==> src/rtl/codec_config_sequencer.sv <==
// Audio codec power-up sequencer: walks a fixed register table over an I2C
// write-command handshake, with NACK retries, a post-reset settle wait and volume tracking.
module codec_config_sequencer #(
    parameter logic [7:0] DEV_ADDR      = 8'h34,
    parameter int         MAX_RETRY     = 3,
    parameter int         SETTLE_CYCLES = 1000,
    parameter int         AUTO_START    = 1
) (
    input  logic        clk,
    input  logic        reset,
    input  logic        start,
    input  logic [6:0]  hp_vol,
    output logic        cmd_valid,
    input  logic        cmd_ready,
    output logic [23:0] cmd_data,
    input  logic        xfer_done,
    input  logic        ack_err,
    output logic        busy,
    output logic        configured,
    output logic        error,
    output logic [3:0]  index
);

    localparam int RW = (MAX_RETRY < 1) ? 1 : $clog2(MAX_RETRY + 1);
    localparam int SW = (SETTLE_CYCLES < 2) ? 1 : $clog2(SETTLE_CYCLES);
    localparam logic [RW-1:0] RETRY_MAX   = RW'(MAX_RETRY);
    localparam logic [SW-1:0] SETTLE_LAST = (SETTLE_CYCLES < 1) ? '0 : SW'(SETTLE_CYCLES - 1);

    typedef enum logic [2:0] {
        S_IDLE   = 3'd0,
        S_ISSUE  = 3'd1,
        S_WAIT   = 3'd2,
        S_SETTLE = 3'd3,
        S_DONE   = 3'd4,
        S_ERROR  = 3'd5
    } state_t;

    state_t          state_r;
    logic [RW-1:0]   retry_r;
    logic [SW-1:0]   settle_r;
    logic [6:0]      vol_q;
    logic            vol_only_r;
    logic            auto_pend_r;

    // Codec register table; entry 6 carries the headphone volume.
    function automatic logic [15:0] reg_word(input logic [3:0] idx, input logic [6:0] vol);
        case (idx)
            4'd0:    reg_word = 16'h1E00;
            4'd1:    reg_word = 16'h0C10;
            4'd2:    reg_word = 16'h0812;
            4'd3:    reg_word = 16'h0A00;
            4'd4:    reg_word = 16'h0E01;
            4'd5:    reg_word = 16'h1000;
            4'd6:    reg_word = 16'h0500 | {9'd0, vol};
            4'd7:    reg_word = 16'h0C00;
            4'd8:    reg_word = 16'h1201;
            default: reg_word = 16'h0000;
        endcase
    endfunction

    // Sequencer FSM with all outputs registered alongside the state.
    always_ff @(posedge clk) begin
        if (reset) begin
            state_r     <= S_IDLE;
            cmd_valid   <= 1'b0;
            cmd_data    <= 24'h000000;
            busy        <= 1'b0;
            configured  <= 1'b0;
            error       <= 1'b0;
            index       <= 4'd0;
            retry_r     <= '0;
            settle_r    <= '0;
            vol_q       <= 7'd0;
            vol_only_r  <= 1'b0;
            auto_pend_r <= (AUTO_START != 0);
        end else begin
            case (state_r)
                S_IDLE, S_DONE, S_ERROR: begin
                    // Start wins over a pending volume update.
                    if (start || (state_r == S_IDLE && auto_pend_r)) begin
                        state_r     <= S_ISSUE;
                        index       <= 4'd0;
                        cmd_valid   <= 1'b1;
                        cmd_data    <= {DEV_ADDR, reg_word(4'd0, hp_vol)};
                        busy        <= 1'b1;
                        configured  <= 1'b0;
                        error       <= 1'b0;
                        retry_r     <= '0;
                        vol_only_r  <= 1'b0;
                        auto_pend_r <= 1'b0;
                    end else if (state_r == S_DONE && hp_vol != vol_q) begin
                        state_r    <= S_ISSUE;
                        index      <= 4'd6;
                        cmd_valid  <= 1'b1;
                        cmd_data   <= {DEV_ADDR, reg_word(4'd6, hp_vol)};
                        busy       <= 1'b1;
                        configured <= 1'b0;
                        retry_r    <= '0;
                        vol_only_r <= 1'b1;
                    end
                end
                S_ISSUE: begin
                    if (cmd_ready) begin
                        state_r   <= S_WAIT;
                        cmd_valid <= 1'b0;
                        if (index == 4'd6) begin
                            vol_q <= hp_vol;
                        end
                    end else if (index == 4'd6) begin
                        cmd_data <= {DEV_ADDR, reg_word(4'd6, hp_vol)};
                    end
                end
                S_WAIT: begin
                    if (xfer_done && !ack_err) begin
                        retry_r <= '0;
                        if (index == 4'd0) begin
                            state_r  <= S_SETTLE;
                            settle_r <= '0;
                        end else if (index == 4'd8 || vol_only_r) begin
                            state_r    <= S_DONE;
                            busy       <= 1'b0;
                            configured <= 1'b1;
                            vol_only_r <= 1'b0;
                        end else begin
                            state_r   <= S_ISSUE;
                            index     <= index + 4'd1;
                            cmd_valid <= 1'b1;
                            cmd_data  <= {DEV_ADDR, reg_word(index + 4'd1, hp_vol)};
                        end
                    end else if (xfer_done && ack_err) begin
                        if (retry_r < RETRY_MAX) begin
                            state_r   <= S_ISSUE;
                            retry_r   <= retry_r + 1'b1;
                            cmd_valid <= 1'b1;
                            cmd_data  <= {DEV_ADDR, reg_word(index, hp_vol)};
                        end else begin
                            state_r    <= S_ERROR;
                            busy       <= 1'b0;
                            error      <= 1'b1;
                            vol_only_r <= 1'b0;
                        end
                    end
                end
                S_SETTLE: begin
                    if (settle_r == SETTLE_LAST) begin
                        state_r   <= S_ISSUE;
                        settle_r  <= '0;
                        index     <= 4'd1;
                        cmd_valid <= 1'b1;
                        cmd_data  <= {DEV_ADDR, reg_word(4'd1, hp_vol)};
                    end else begin
                        settle_r <= settle_r + 1'b1;
                    end
                end
                default: begin
                    state_r    <= S_IDLE;
                    cmd_valid  <= 1'b0;
                    busy       <= 1'b0;
                    configured <= 1'b0;
                    error      <= 1'b0;
                end
            endcase
        end
    end

endmodule

==> config.mk <==
export PLATFORM = sky130hd
export DESIGN_NAME = codec_config_sequencer
export DESIGN_NICKNAME = d
export VERILOG_FILES = /design/src/rtl/codec_config_sequencer.sv
export SDC_FILE = /design/constraint.sdc
export NUM_CORES = 1
export LEC_CHECK = 0
export CORE_UTILIZATION = 55
export DETAILED_ROUTE_END_ITERATION = 8
export GPL_TIMING_DRIVEN = 0
export PLACE_DENSITY = 0.81
export RECOVER_POWER = 100
export SKIP_LAST_GASP = 1
export SLEW_MARGIN = 20
export SYNTH_ARGS = -nofsm -noshare
export SYNTH_HDL_FRONTEND = slang
export SYNTH_SLANG_ARGS = --single-unit
==> constraint.sdc <==
create_clock -name clk -period 3 [get_ports clk]
set_clock_uncertainty 0.15 [all_clocks]
set_input_delay 0.6 -clock clk [delete_from_list [all_inputs] [get_ports clk]]
set_output_delay 0.6 -clock clk [all_outputs]
set_load 0.005 [all_outputs]
## Word-level counts from Yosys, hierarchy flattened

Cells that the tools add are included.

| word-level totals | value |
|---|---|
| register bits | 56 |
| bits of input ports | 13 |
| output and inout bits | 32 |
| logic and storage cells | 157 |

| operators by class | value |
|---|---|
| $add $sub $neg | 3 |
| order comparisons | 1 |
| equality and inequality tests | 43 |
| mux-type cells | 69 |
| bitwise operators | 1 |
| reduce and logical (&&, ||, !) cells | 28 |

Operators by type and width:

| cell | count |
|---|---|
| 2-to-1 mux 24 bit | 10 |
| case mux 13 bit (9 select lines) | 2 |
| case mux 24 bit (4 select lines) | 1 |
| equality test 4 x 3 -> 1 bit (second input constant) | 8 |
| 2-to-1 mux 10 bit | 3 |
| 2-to-1 mux 3 bit | 9 |
| inequality test 2 bit (second input constant) | 13 |
| 2-to-1 mux 1 bit | 24 |
| 2-to-1 mux 4 bit | 6 |
| inequality test 3 bit (second input constant) | 7 |
| case mux 10 bit (2 select lines) | 1 |
| AND reduction 6 bit | 3 |
| equality test 4 x 2 -> 1 bit (second input constant) | 4 |
| case mux 3 bit (4 select lines) | 1 |
| case mux 4 bit (3 select lines) | 1 |
| adder 10 x 1 -> 10 bit (second input constant) | 1 |
| equality test 10 bit (second input constant) | 1 |
| 2-to-1 mux 2 bit | 5 |
| AND reduction 5 bit | 2 |
| case mux 1 bit (3 select lines) | 3 |
| AND reduction 9 bit | 1 |
| equality test 4 x 1 -> 1 bit (second input constant) | 2 |
| equality test 4 bit (second input constant) | 2 |
| zero test 4 bit | 2 |
| 24 further kinds | 33 |

## Logic depth before layout (Yosys ltp)

| depth | value |
|---|---|
| depth in word-level cells | 7 |
| gate-level depth with buffers | 9 |
| gate-level depth less buffers | 8 |

## Worst setup path before layout

Ideal clock, no wire load.

| timing path | value |
|---|---|
| path kind | register -> register |
| start | reg index[0] |
| end | reg cmd_data[11] |
| library setup time | 128 ps |
| data arrival time | 2096 ps |
| required time | 2722 ps |
| path slack | 626 ps |
| stages on the path, launching flop included | 10 |
| path buffers | 1 |
| path through | dfxtp_1 -> inv_1 -> ha_1 -> and2b_1 -> o31ai_1 -> a21oi_1 -> nor4b_4 -> buf_4 -> mux2i_1 -> nor2_1 |

| on the way | value |
|---|---|
| longest elaborated chain between the ends | 7 |

Ends and longest elaborated chain:

| item | line | text |
|---|---|---|
| start: declaration | 21 | `output logic [3:0] index` |
| start signal: assignment | 126 | `index <= index + 4'd1;` |
| adder 4 x 1 -> 4 bit | 128 | `cmd_data <= {DEV_ADDR, reg_word(index + 4'd1, hp_vol)};` |
| equality test 4 bit (tied with other cells) | 47 | `case (idx)` |
| case mux 13 bit (9 select lines) | 47 |  |
| 2-to-1 mux 24 bit | 119 | `end else if (index == 4'd8 \|\| vol_only_r) begin` |
| 2-to-1 mux 24 bit | 116 | `if (index == 4'd0) begin` |
| 2-to-1 mux 24 bit | 114 | `if (xfer_done && !ack_err) begin` |
| case mux 24 bit (4 select lines) | 77 | `case (state_r)` |
| end signal: assignment | 84 | `cmd_data <= {DEV_ADDR, reg_word(4'd0, hp_vol)};` |
| end signal: assignment | 110 | `cmd_data <= {DEV_ADDR, reg_word(4'd6, hp_vol)};` |
| end signal: assignment | 128 |  |
| end: declaration | 15 | `output logic [23:0] cmd_data,` |

Several ways; a longest one is shown, not always the timed one. The select of a mux whose other input is x is not followed.
A chain may end at the register's enable or synchronous reset.

## Worst setup path after layout

| timing path | value |
|---|---|
| start | in xfer_done |
| end | reg index[3] |

| on the way | value |
|---|---|
| longest elaborated chain between the ends | 3 |

Ends and longest elaborated chain:

| item | line | text |
|---|---|---|
| start: declaration | 16 | `input logic xfer_done,` |
| logical AND 1 bit | 114 |  |
| inequality test 2 bit (no line) | n/a |  |
| AND reduction 6 bit (no line) | n/a |  |

Every way passes these cells.

==> results.py <==
metrics = {
    "sta": {
        "post-route-period-util_pct": 95.73,
        "relSlewSlack_pct": 31.36,
        "final.min_clock_period_ns": 2.872,
        "finalSetupViolCount": 0,
        "drv_slew": 0,
        "worst_pin_slew_ns": 1.021,
        "hold_viol": 0,
        "max_freq_ghz": 0.3482,
        "holdWs_ns": 0.3054,
        "rsz0062_at_grt": "false",
        "tns_ns": 0,
    },
    "global_route": {
        "grtUsageMet3_pct": 5.291,
        "antenna_found_initial": 0,
        "gr-usage-met2_pct": 46.03,
        "grt_pass1_wl_um": 12340,
        "grt_remaining_overflow": 0,
        "grt_max_degree": 15,
        "grt_pass1_vias": 2525,
        "grt_busiest_layer": "met2",
        "grtUsageMet1_pct": 39.45,
        "track_usage_pct": 28.83,
    },
    "synthesis": {
        "synth.distinct_cells": 70,
        "synth.avg_cell_area_um2": 8.277,
        "synth-seq-cells": 45,
        "synth_edf_count": 0,
        "yosysSeqAreaShare_pct": 30.15,
        "ys_warn_count": 0,
        "async_reset_ff_share_pct": 0,
        "synth_top_cell_area_share_pct": 30.15,
        "synth_ff_type": "dfxtp_1",
        "synth_cells": 361,
        "yosysTopAreaCell": "dfxtp_1",
        "ys_top_cells_by_area": "dfxtp_1, nor2_1, buf_4, ha_1, nand2_1",
        "syn_area_um2": 2988,
    },
    "clock_network": {
        "cts_setup_buffers": 0,
        "cts_max_level": 2,
        "clock-sinks": 45,
        "postCtsHoldBufs": 0,
        "tritoncts": "built",
        "cts_buffers": 5,
        "clockBufferDepth": 2,
        "clockRootBuffer": "clkbuf_8",
        "clk_pin_slew_ns": 0.09,
        "clock_latency_ns": 0.30,
        "cts_resized": 0,
    },
    "power_and_ir_drop": {
        "power-per-cell-area_nw_per_um2": 747.3,
        "power.leakage_uw": 0.001504,
        "peakVddDrop_v": 0.0004806,
    },
    "detailed_routing": {
        "wl_per_cell_um": 16.28,
        "firstDrtPassIters": 5,
        "drc": 0,
        "ant_nets": 0,
        "vias": 2846,
        "viasPerCell": 5.905,
        "first_iter_violations": 245,
        "routed_wirelength_um": 7845,
    },
    "min_path": {
        "hp-class": "reg -> reg",
        "min_path_cells": 2,
    },
    "die": {
        "die_y_um": 75.71,
        "die_area_um2": 5731,
        "fp.coreArea_um2": 5172,
        "ios": 45,
        "rows": 26,
        "start_util_pct": 57.76,
        "fp.dieW_um": 75.71,
    },
    "worst_setup_path": {
        "cp.arrival_ns": 2.95,
        "r2r_slack_ns": 0.23,
        "critPathSlowestCell": "clkdlybuf4s50_1",
        "start_kind": "input pin",
        "cpPeakStageDelay_ns": 0.62,
        "critPathRequiredTime_ns": 3.08,
        "worst-r2r-cell-count": 8,
        "end_kind": "flop",
        "crit_path_cell_trace": "clkdlybuf4s50_1, or2b_1, o31ai_1, nand3b_1, o21bai_1, or4_1, a21oi_1",
        "crit_type": "in -> reg",
        "path_max_fanout": 8,
    },
    "status": {
        "status": "complete, no violations",
    },
    "placed_design": {
        "hpwl_um": 5790,
        "numPortBuffers": 35,
        "routabilityCongestion": 0.9390,
        "postPlaceCellArea_um2": 3456,
    },
    "finish": {
        "drive_gt1_share_pct": 10.68,
        "stdcell_area_um2": 3543,
        "fill_cells": 446,
        "nets": 433,
        "final_util_pct": 68.51,
        "antenna-diode-count": 0,
        "syn_to_final_growth_pct": 18.59,
    },
    "flow_run": {
        "maxCapViolCount": 0,
    },
}
cell type report:
type	count	area (µm²)	share of cell area, %
inverters	8	30.03	0.8475
repair buffers	35	350.3	9.887
well taps	70	87.58	2.472
flip-flops and latches	45	903.4	25.49
clock inverters	2	38.79	1.095
multi-input cells	284	1856	52.37
plain buffers	32	205.2	5.791
clock buffers	6	72.57	2.048
synth_stat cells, drive strengths merged, types with 2 or more instances:
cell type,number
xor2,11
a32o,3
a21oi,16
nor4b,2
nand4,3
dfxtp,45
and3b,2
nor3,7
buf,24
a32oi,2
mux2i,10
or4,2
o21ai,23
dlygate4sd1,2
nand2b,6
nor3b,5
ha,9
o41ai,3
and2,3
nand2,28
nand3,13
a31oi,2
clkbuf,6
and3,7
inv,8
o211a,4
a211oi,8
o21bai,3
o211ai,3
nor2b,8
o31ai,4
o2111ai,2
a221oi,2
xnor2,10
nor2,49
a21boi,2
nor4,7
cells in the final DEF, fill, tap and decap left out, types with 4 or more instances in the layout:
master,count
a211oi_1,8
a21oi_1,15
and3_1,7
buf_2,4
buf_4,16
clkbuf_1,8
clkbuf_8,5
clkdlybuf4s50_1,12
conb_1,9
dfxtp_1,43
dlygate4sd3_1,23
ha_1,9
inv_1,8
mux2i_1,10
nand2_1,27
nand2b_1,6
nand3_1,13
nor2_1,47
nor2b_1,8
nor3_1,6
nor3b_1,4
nor4_1,5
o211a_1,4
o21ai_0,14
o21ai_1,8
o31ai_1,4
xnor2_1,10
xor2_1,11
routing by layer:
metal  part of all wire [%]  vias up
met5                      0        -
met4                    2.1        0
met3                    6.7       22
met2                     45      131
met1                     46     1322
li1                       -     1371
flip-flops by register name, summed over array words and instances, names as in the netlist:
| register | cells |
|---|---|
| cmd_data | 13 |
| settle_r | 10 |
| vol_q | 7 |
| index | 4 |
| state_r | 3 |
| retry_r | 2 |
| auto_pend_r | 1 |
| busy | 1 |
| cmd_valid | 1 |
| configured | 1 |
| error | 1 |
| vol_only_r | 1 |
worst max-delay path, delay by kind of cell:
kind | cells | cell delay (ns)
AND/OR/NAND/NOR | 3 | 0.92
AO/OA/AOI/OAI | 3 | 0.81
buffers and inverters | 1 | 0.62
worst paths after layout:
| check | start | end |
|---|---|---|
| hold reg to reg | cmd_data[3] | cmd_data[3] |
| hold / removal | cmd_data[3] | cmd_data[3] |
| setup / recovery | xfer_done | index[3] |
| setup reg to reg | index[0] | index[3] |
kinds of logic after synthesis:
logic type / synth area share (%)
AND/OR/NAND/NOR: 27.01
adder cells (fa/ha/maj): 3.769
AO/OA/AOI/OAI: 21.15
buffers and inverters: 7.915
XOR/XNOR: 6.156
flip-flops: 30.15
other: 0.1255
multiplexers: 3.727
power by group:
part | switching [µW] | leakage, µW | internal [µW] | total, µW
Sequential | 84.7 | 0.000368 | 720 | 805
Combinational | 796 | 0.00108 | 581 | 1380
Clock | 216 | 0.0000554 | 250 | 466
Total | 1100 | 0.00150 | 1550 | 2650
metrics by stage:
stage | std cells | total power (µW) | worst slack, ns
finish | 482 | 2648 | 0.1282
global route | 482 | 2821 | 0.03415
CTS | 482 | 2695 | 0.1419
detailed placement | 474 | 2227 | -0.06668
global placement | 474 | 2206 | -0.1115
floorplan | 369 | 1743 | 0.6260
(Power assumes the default switching activity.)
